===== config.mk =====
export PLATFORM = sky130hd
export DESIGN_NAME = door_lock_ctrl
export DESIGN_NICKNAME = d
export VERILOG_FILES = /design/src/rtl/door_lock_ctrl.sv
export SDC_FILE = /design/constraint.sdc
export NUM_CORES = 1
export LEC_CHECK = 0
export CAP_MARGIN = 20
export CORE_UTILIZATION = 55
export CTS_BUF_LIST = sky130_fd_sc_hd__clkbuf_2
export DETAILED_ROUTE_END_ITERATION = 8
export PLACE_DENSITY = 0.75
export SLEW_MARGIN = 20
export SYNTH_ARGS = -nofsm -noshare
export SYNTH_HDL_FRONTEND = slang
export SYNTH_SLANG_ARGS = --single-unit

===== constraint.sdc =====
create_clock -name clk -period 2.1 [get_ports clk]
set_input_delay 0.315 -clock clk [delete_from_list [all_inputs] [get_ports clk]]
set_output_delay 0.315 -clock clk [all_outputs]
set_load 0.03 [all_outputs]

===== src/rtl/door_lock_ctrl.sv =====
// Per-stage keypad lock controller: collects four BCD digits, checks the stage passcode, drives
// the door sprite and reports stage_clear / stage_fail. Optional DOOR_AUTO_RELOCK_EN relock timer.
module door_lock_ctrl #(
  parameter logic [15:0] CODE1     = 16'h1234,
  parameter logic [15:0] CODE2     = 16'h2580,
  parameter logic [15:0] CODE3     = 16'h9731,
  parameter int unsigned MAX_TRIES = 3,
  parameter int unsigned FLASH_CYC = 25000000
`ifdef DOOR_AUTO_RELOCK_EN
  ,
  parameter int unsigned RELOCK_CYC = 500000000
`endif
) (
  input  logic       clk,
  input  logic       rst_n,
  input  logic [3:0] state,
  input  logic       digit_valid,
  input  logic [3:0] digit,
  input  logic       clear,
  input  logic       player_at_door,
  output logic       isLocked,
  output logic [2:0] digit_cnt,
  output logic       err_flash,
  output logic       stage_clear,
  output logic       stage_fail
);

  localparam logic [3:0] Stage1 = 4'd2;
  localparam logic [3:0] Stage2 = 4'd4;
  localparam logic [3:0] Stage3 = 4'd6;
  localparam int unsigned TryW   = (MAX_TRIES > 1) ? $clog2(MAX_TRIES + 1) : 1;
  localparam int unsigned FlashW = (FLASH_CYC > 1) ? $clog2(FLASH_CYC + 1) : 1;
`ifdef DOOR_AUTO_RELOCK_EN
  localparam int unsigned RelockW = (RELOCK_CYC > 1) ? $clog2(RELOCK_CYC + 1) : 1;
`endif

  typedef enum logic [2:0] {
    StIdle,
    StEntry,
    StCheck,
    StError,
    StUnlocked,
    StDone
  } fsm_e;

  fsm_e              fsm_q;
  logic [3:0]        state_q;
  logic              pad_q;
  logic [15:0]       code_q;
  logic [15:0]       shift_q;
  logic [2:0]        cnt_q;
  logic [TryW-1:0]   tries_q;
  logic [FlashW-1:0] flash_q;
  logic              locked_q;
  logic              err_q;
  logic              sclr_q;
  logic              sfail_q;
`ifdef DOOR_AUTO_RELOCK_EN
  logic [RelockW-1:0] relock_q;
`endif

  logic        is_stage;
  logic [15:0] sel_code;

  always_comb begin
    is_stage = 1'b1;
    sel_code = CODE1;
    case (state)
      Stage1:  sel_code = CODE1;
      Stage2:  sel_code = CODE2;
      Stage3:  sel_code = CODE3;
      default: is_stage = 1'b0;
    endcase
  end

  always_ff @(posedge clk) begin
    // Input history tracks even through reset so no spurious change is seen afterwards.
    state_q <= state;
    pad_q   <= player_at_door;
    if (!rst_n || (state != state_q)) begin
      fsm_q    <= StIdle;
      code_q   <= '0;
      shift_q  <= '0;
      cnt_q    <= '0;
      tries_q  <= '0;
      flash_q  <= '0;
      locked_q <= 1'b1;
      err_q    <= 1'b0;
      sclr_q   <= 1'b0;
      sfail_q  <= 1'b0;
`ifdef DOOR_AUTO_RELOCK_EN
      relock_q <= '0;
`endif
    end else begin
      sclr_q  <= 1'b0;
      sfail_q <= 1'b0;
      case (fsm_q)
        StIdle: begin
          if (is_stage) begin
            fsm_q  <= StEntry;
            code_q <= sel_code;
          end
        end
        StEntry: begin
          if (clear) begin
            shift_q <= '0;
            cnt_q   <= '0;
          end else if (digit_valid && (digit <= 4'd9)) begin
            shift_q <= {shift_q[11:0], digit};
            cnt_q   <= cnt_q + 3'd1;
            if (cnt_q == 3'd3) fsm_q <= StCheck;
          end
        end
        StCheck: begin
          cnt_q   <= '0;
          shift_q <= '0;
          if (shift_q == code_q) begin
            fsm_q    <= StUnlocked;
            locked_q <= 1'b0;
            tries_q  <= '0;
`ifdef DOOR_AUTO_RELOCK_EN
            relock_q <= '0;
`endif
          end else if (tries_q == TryW'(MAX_TRIES - 1)) begin
            fsm_q   <= StDone;
            sfail_q <= 1'b1;
            tries_q <= tries_q + TryW'(1);
          end else begin
            fsm_q   <= StError;
            err_q   <= 1'b1;
            flash_q <= '0;
            tries_q <= tries_q + TryW'(1);
          end
        end
        StError: begin
          // err_flash rose on the CHECK edge, so it drops after FLASH_CYC cycles in total.
          if (flash_q == FlashW'(FLASH_CYC - 1)) begin
            err_q   <= 1'b0;
            flash_q <= '0;
            fsm_q   <= StEntry;
          end else begin
            flash_q <= flash_q + FlashW'(1);
          end
        end
        StUnlocked: begin
          if (player_at_door && !pad_q) begin
            fsm_q  <= StDone;
            sclr_q <= 1'b1;
          end
`ifdef DOOR_AUTO_RELOCK_EN
          else if (player_at_door) begin
            relock_q <= '0;
          end else if (relock_q == RelockW'(RELOCK_CYC - 1)) begin
            locked_q <= 1'b1;
            fsm_q    <= StEntry;
            cnt_q    <= '0;
            relock_q <= '0;
          end else begin
            relock_q <= relock_q + RelockW'(1);
          end
`endif
        end
        StDone:  ;
        default: fsm_q <= StIdle;
      endcase
    end
  end

  assign isLocked    = locked_q;
  assign digit_cnt   = cnt_q;
  assign err_flash   = err_q;
  assign stage_clear = sclr_q;
  assign stage_fail  = sfail_q;

endmodule


# --- Yosys cells after proc, flatten, opt, wreduce, memory -nomap -nowiden ---
# Cells that the tools add are included.
word_totals:
  memories: 0
  out_inout_bits: 7
  regBits: 74
  mem_bits_ro: 0
  word_cells: 86
  input_bits: 13
  ram_bits: 0
  latch_bits: 0
op_classes:
  bitwise_logic: 3
  n_reduce_logical: 17
  n_lt_le_gt_ge: 1
  n_mux: 28
  addsub: 3
  div_mod_pow: 0
  eq_ne: 22
  n_mul: 0
  n_shift: 0
ops:
  columns: ["op", "count"]
  rows:
  - ["$mux 25", 3]
  - ["$pmux 16 s2", 2]
  - ["$pmux 25 s2", 1]
  - ["$mux 16", 2]
  - ["$mux 3", 10]
  - ["$add 25x1->25 const B", 1]
  - ["$eq 25x25->1 const B", 1]
  - ["$pmux 3 s6", 1]
  - ["$eq 16x16->1", 1]
  - ["$ne 2x2->1 const B", 8]
  - ["$eq 3x2->1 const B", 3]
  - ["$eq 4x3->1 const B", 2]
  - ["$reduce_and 7->1", 1]
  - ["$eq 3x3->1 const B", 2]
  - ["$mux 1", 6]
  - ["$pmux 3 s2", 1]
  - ["$reduce_and 2->1", 3]
  - ["$reduce_or 3->1", 2]
  - ["$eq 4x2->1 const B", 1]
  - ["$le 4x4->1 const B", 1]
  - ["$ne 4x4->1", 1]
  - ["$reduce_and 4->1", 1]
  - ["$reduce_bool 2->1", 2]
  - ["$add 3x1->3 const B", 1]
  - ["other kinds (13)", 17]

# --- Depth between registers and ports, before layout ---
# Gate-level depths: netlist (run 1).
depth:
  word_depth: 5
  depth_mapped: 9
  ltp_nobuf: 7

# --- Least setup slack after synthesis (run 1) ---
# No wires, ideal clock.
synth_path:
  path_type: "flip-flop to flip-flop"
  from: "reg flash_q[0]"
  to: "reg flash_q[24]"
  n_path_buf: 0
  synth_period_minus_slack_ns: 1.916
  t_arrival_ns: 1.844
  stages_incl_launch_ff: 7
  setup_slack_ns: 0.184
  path_cell_list: "dfxtp_1 ha_1 nand2_1 nor4_2 nand4_1 or4_1 a21oi_1"
synth_between:
  elab_chain_len: 3
  word_cells_on_any_way: 4
  classes_between: "1 x add/sub; 1 x eq/ne; 2 x mux"
synth_rtl:
  columns: ["item", "line", "rtl"]
  rows:
  - ["start, declared", "53", "logic [FlashW-1:0] flash_q;"]
  - ["start signal, assigned", "142", "flash_q <= flash_q + FlashW'(1);"]
  - ["$add 25x1->25 or $eq 25x25->1 (tied branches)", "142, 137", null]
  - ["$mux 25 *", "137", "if (flash_q == FlashW'(FLASH_CYC - 1)) begin"]
  - ["$pmux 25 s2 *", "97", "case (fsm_q)"]
# Every way passes the cells marked *; elsewhere a longest branch is shown, timed or not.
# A chain may end at the register's enable or synchronous reset.

# --- Worst setup path in the final report (run 1) ---
layout_path:
  from: "reg tries_q[0]"
  to: "reg flash_q[23]"
layout_between:
  elab_chain_len: 3
layout_rtl:
  columns: ["item", "line", "rtl"]
  rows:
  - ["start, declared", "52", "logic [TryW-1:0] tries_q;"]
  - ["start signal, assigned", "127", "tries_q <= tries_q + TryW'(1);"]
  - ["start signal, assigned", "132", "tries_q <= tries_q + TryW'(1);"]
  - ["$eq 2x2->1", "124", "end else if (tries_q == TryW'(MAX_TRIES - 1)) begin"]
  - ["$ne 2x2->1 (no line)", null, null]
  - ["$reduce_and 3->1 (no line)", null, null]
# Every way passes these cells.

==> metrics, run 1 <==
most common cell after layout, fill and taps aside=dfxtp_1; final core occ=~67%; slew margin rel.=between 60% and 70%; layout cell share with drive strength beyond 1=around 14%; via count=3082; uppermost layer routed=met4; Clock Path Buffers=2; first-pass GRT wire length=about 12 mm; Die Y=between 70 and 80 um; CP Data Arrival Time=~2500 ps; Die ar.=0.00606 mm^2; sequential share of the synthesized area=about two fifths; CTS root buf=clkbuf_2; Setup crit start=tries_q[0]; DR WL met2=3.90 mm; number of vias per cell=between 6 and 7; Slowest-stage cell, CP=or4_1; I/O Pins=20; Hold Fails Final Rpt=0; WL/cell=~16 um; Placed Area=0.00354 mm^2; setup_tns=0 ps; std cell rows=27; critical path depth=7; Max-cap violations=0; CP max stage delay=about 510 ps; Slew Viols, Final=0; register bit total from synthesis=between 60 and 70; NumNets Final=between 400 and 500; RSZ-0062 raised after global routing=yes; CP cell instances=inv_1 > ha_1 > nor2b_1 > nor2_2 > nand4_1 > or4_1 > a21oi_1; met1 WL=approximately 3.4 mm; worst skew pair latency=490 ps; yosys warns=0; R2R depth=7; CTS tree=done; maximum vdd drop=between 0.3 and 0.4 mV; worst-margin pin slew=about 560 ps; postcts setup bufs=0; Finished Layout Cells=about 480; commonest cells after routing, fill and taps aside=dfxtp_1 (62), a21oi_1 (47), o21ai_0 (35), buf_4 (24), clkdlybuf4s50_1 (19); aggregate global routing overflow=0; EDFF count, synth=0; Core ar.=~0.0055 mm^2; post-route cell area=0.00369 mm^2; ranking of synthesized cells by area=dfxtp_1 (40%), a21oi_1 (7.4%), o21ai_0 (5.5%); Syn Inst Count=370; P&R area growth vs syn=16.6%; Fin Hold WS=281 ps; final period utilization=between 90% and 100%; vias in the first global route=2755; Critical Path Source Type=register; post-synth cell types=a little under 60; delay-heaviest family, CP=simple AND/OR/NAND/NOR gates; Worst R2R End=flash_q[23]; Hold Crit Class=input pin to register; Critical Path Fanout Max=5; Final Skew=19.1 ps; Reg clk slew, reported paths=180 ps; DR WL met3=between 200 and 300 um; Die W=about 78 um; FFs w/ async S/R, synth=0%; GRT Overall Usage=25.8%; remaining antenna violation count=0; setup violators final=0; r2r startpoint=tries_q[0]; starting density of the core=57.1%; Synth top area share=roughly two fifths; Sink Count=63; antenna fix cells=0; crit path kind=register to register; H-tree depth=3; outcome=completed; drt first-iter violations=about 210; Critical Path RT=roughly 2500 ps; P_leak=between 1 and 1.5 nW; Worst Setup EP=flash_q[23]; Fmax achieved=494 MHz; R2R Setup Slk=about 77 ps; Critical Path End Type=register; dominant synthesized flop cell=dfxtp_1; Placed Instances=between 400 and 500; initial antenna violation count=0; PortBufs=19; DPL Wire Length=4.98 mm; post-synth net total=around 390; min Tclk post-route=approximately 2000 ps; largest net degree at the start of global routing=50; DR pass1 iterations=4; Remaining DRCs=0; area leader, netlist=dfxtp_1; Buf+Inv Stages, Crit Path=1; TritonCTS buffer count=9; Routed WL=around 8 mm; gp weighted congestion=~0.86; Power Density=between 500 and 600 mW/mm^2; Mean Syn Cell Area=~8.6 um^2; mapped cell area=0.00317 mm^2
-- state kept, by name, indices dropped and copies added (netlist names), 2 cells and up --
register and count:
code_q 5, digit_cnt 3, flash_q 25, fsm_q 3, shift_q 16, state_q 4, tries_q 2
-- worst min path at each step --
stage,startpoint,endpoint,slack [ps],depth (start not counted)
6_report,player_at_door,pad_q,280,1
2_1_floorplan,player_at_door,pad_q,340,0
3_3_place_gp,isLocked,isLocked,450,1
4_1_cts,player_at_door,pad_q,260,1
5_1_grt,player_at_door,pad_q,280,1
3_5_place_dp,isLocked,isLocked,450,1
-- repair_timing --
action                     CTS  global route
gates resized for setup      0             8
hold buffers                 0             0
setup endpoints to repair    0            25
-- worst reg2reg max path, cell delays in order (launching register included) --
cell     delay, ps
dfxtp_1        390
inv_1           60
ha_1           230
nor2b_1        200
nor2_2         210
nand4_1        200
or4_1          510
a21oi_1        150
-- metrics by stage --
step | power, mW | worst slack [ps]
4_1_cts | 1.99 | 14.1
5_1_grt | 2.05 | -6.02
3_3_place_gp | 1.32 | -87.7
6_report | 1.99 | 77.0
3_5_place_dp | 1.32 | -143
2_1_floorplan | 1.27 | 184
-- report_power, final --
part | switching [mW] | leakage [nW] | internal, mW
logic | 0.0454 | 0.535 | 0.0461
clock network | 0.439 | 0.0633 | 0.254
registers | 0.00219 | 0.510 | 1.20
-- logic make-up after synthesis --
family	synth area share, %
simple gates	29.2
xor+xnor	0.553
compound gates	24.3
flops	39.8
fa+ha+maj	1.58
buf+inv	4.58
-- synth_stat cells, types with 2 or more instances --
master	number
nor2b_1	2
nand2_1	12
nand4b_1	17
o31ai_1	13
or4b_2	2
and2_1	2
ha_1	4
or4bb_1	2
buf_2	4
dfxtp_1	63
inv_1	9
o21a_1	2
nand4_1	7
o21ai_0	35
nor4_2	2
a21o_1	2
xnor2_1	2
nand3b_1	3
nand2b_1	9
a21bo_2	2
nor4_1	5
nor3_1	8
o22ai_1	2
nor2_1	14
a31oi_1	4
clkbuf_1	17
and3_1	7
or3_1	11
or4_1	15
buf_6	2
a21oi_1	47
o41ai_1	2
nand3_1	16
-- area by class of cell --
cell class / count / area [um^2]
well taps: 72 / 90.1
multi-input cells: 276 / 1810
flip-flops and latches: 63 / 1260
fillers: 491 / 1850
clock inverters: 7 / 53.8
clock buffers: 9 / 45.0
inverters: 9 / 33.8
repair buffers: 45 / 402
-- layer usage --
layer | GRT usage (%) | vias up
li1 | - | 1508
met1 | 31.5 | 1471
met2 | 45.5 | 83
met3 | 3.53 | 20
met4 | 10.4 | 0
met5 | 0 | -
No activity file was read; power rests on OpenSTA's default activity.
==> inputs of run 2 (changes only) <==
CELL_PAD_IN_SITES_DETAIL_PLACEMENT = 1   (was default)
CELL_PAD_IN_SITES_GLOBAL_PLACEMENT = 2   (was default)
CORE_UTILIZATION = 38   (was 55)
PLACE_DENSITY = default   (was 0.75)
PLACE_DENSITY_LB_ADDON = 0.1   (was default)
==> run 2 against run 1 <==
Compared with the run above:
- critical endpoint is now flash_q[4]
- clock-buffer cell count up 3
- largest cell class unchanged
- largest power group unchanged
- combinational power up 8.4%
- global-route usage down 4.3 points
==> metrics, run 2 (same netlist as run 1, synthesis figures left out) <==
Worst R2R End=flash_q[4]; CTS root buf=clkbuf_2; Clock Path Buffers=2 (unchanged); pre-CTS setup slack=-173 ps (-30.6 ps); Worst Setup EP=flash_q[4]; P_leak=1.16 nW (+4.5%); Die ar.=0.00870 mm^2 (+43%); Largest regs=flash_q (25), shift_q (16), code_q (5); setup violators final=0 (unchanged); Power Density=501 mW/mm^2 (-7.0%); Hold Crit Class=input pin to register; Die Y=93.3 um (+20%); gp weighted congestion=0.766 (-11%); P&R area growth vs syn=19.1%; layout cell share with drive strength beyond 1=16.1% (+2.1 points); NumNets Final=430 (+2.1%); drt first-iter violations=86 (-59%); Reg clk slew, reported paths=180 ps (about the same); CP max stage delay=580 ps (+70 ps); DPL Wire Length=5.99 mm (+20%); starting density of the core=40.1% (-17 points); initial antenna violation count=0 (unchanged); GRT Overall Usage=21.5% (-4.3 points); CP cell instances=or4_1 > nor4_4 > a31oi_1 > o31ai_4 > buf_12 > a21oi_1; R2R Setup Slk=100 ps (+30 ps); CP Data Arrival Time=2370 ps (-80 ps); aggregate global routing overflow=0 (unchanged); delay-heaviest family, CP=simple AND/OR/NAND/NOR gates; WL/cell=17.2 um (+6.3%); Routed WL=8.93 mm (+15%); final period utilization=95.0% (-1.3 points); Fmax achieved=501 MHz (+1.4%); slew margin rel.=70.1% (+8.1 points); largest net degree at the start of global routing=50 (unchanged); number of vias per cell=5.91 (-7.8%); Setup crit start=flash_q[6]; TritonCTS buffer count=9 (unchanged); Slew Viols, Final=0 (unchanged); Largest register FFs=25 (unchanged); CTS tree=done; critical path depth=6 (-1); commonest cells after routing, fill and taps aside=dfxtp_1 (60), a21oi_1 (47), o21ai_0 (35), buf_4 (34), clkdlybuf4s50_1 (19); PortBufs=19 (unchanged); Final Skew=18.9 ps (-0.256 ps); Critical Path Fanout Max=19 (+14); Critical Path RT=2480 ps (-50 ps); RSZ-0062 raised after global routing=no; Critical Path Source Type=register; outcome=completed; most flop-heavy register=flash_q; setup_tns=0 ps (unchanged); min Tclk post-route=2000 ps (-27.0 ps); Buf+Inv Stages, Crit Path=1 (unchanged); antenna fix cells=0 (unchanged); via count=3067 (-0.49%); DR pass1 iterations=4 (unchanged); remaining antenna violation count=0 (unchanged); std cell rows=32 (+19%); crit path kind=register to register; Slowest-stage cell, CP=or4_1; Critical Path End Type=register; Worst Hold Depth=1 (unchanged); H-tree depth=3 (unchanged); I/O Pins=20 (unchanged); first-pass GRT wire length=14.9 mm (+19%); vias in the first global route=3070 (+11%); most common cell after layout, fill and taps aside=dfxtp_1; CTS hold repair buffers=0 (unchanged); Max-cap violations=0 (unchanged); worst skew pair latency=480 ps (about the same); R2R depth=6 (-1); maximum vdd drop=0.351 mV (-8.9%); Core ar.=0.00789 mm^2 (+42%); Die W=93.3 um (+20%); r2r startpoint=flash_q[6]; worst-margin pin slew=447 ps (-117 ps); Remaining DRCs=0 (unchanged); setup ws final=104 ps (+27.0 ps); Sink Count=63 (unchanged); final core occ=47.8% (-19 points); Hold Fails Final Rpt=0 (unchanged)
run 2: changes by cell type in the layout (fill, tap and decap cells not counted), moves of 2 or more:
| cell | previous run | this run |
|---|---|---|
| clkinv_1 | 5 | 3 |
| dfxtp_2 | 1 | 3 |
| dfxtp_1 | 62 | 60 |
| clkbuf_2 | 9 | 12 |
| buf_4 | 24 | 34 |
run 2: layout make-up:
cell class	count	area [um^2]
fill	936	4120
multi-input combinational	275	1790
sequential	63	1260
timing repair buffer	55	485
tap	102	128
clock buffer	12	60.1
inverter	9	33.8
clock inverter	3	11.3
run 2: worst min-delay path by stage:
stage                          end  slack (ps)            from
after floorplan              pad_q         340  player_at_door
after global placement    isLocked         440        isLocked
after detailed placement  isLocked         450        isLocked
after CTS                    pad_q         240  player_at_door
after global routing         pad_q         230  player_at_door
final                        pad_q         280  player_at_door
run 2: worst register-to-register path: stages, from the launching register on:
cell	delay [ps]
dfxtp_1	380
or4_1	580
nor4_4	200
a31oi_1	180
o31ai_4	300
buf_12	200
a21oi_1	60
run 2: stage by stage:
stage	power, mW	hold slack (ps)	instance area (um^2)	std cells
6_report	1.89	285	3770	519
5_1_grt	1.98	234	3770	519
4_1_cts	1.92	236	3720	516
3_5_place_dp	1.33	449	3650	501
3_3_place_gp	1.33	445	3650	501
2_1_floorplan	1.27	343	3170	370
run 2: routing by layer:
metal	GRT usage (%)	vias to the layer above	routed length (um)	share of wire [%]
met2	37.6	22	4530	51
met4	6.41	0	118	1.3
li1	-	1513	-	-
met1	26.4	1525	4100	46
met3	4.63	7	170	1.9
met5	0	-	0	0
run 2: what timing repair did:
action,4_1_cts,5_1_grt
setup buffers,0,2
setup endpoints to repair,0,25
resized for setup,0,7
run 2: where the power goes:
part,total (mW),internal [mW],switching [mW]
combinational,0.0992,0.0502,0.0490
sequential,1.20,1.20,0.00209
clock,0.587,0.154,0.432
total,1.89,1.41,0.483
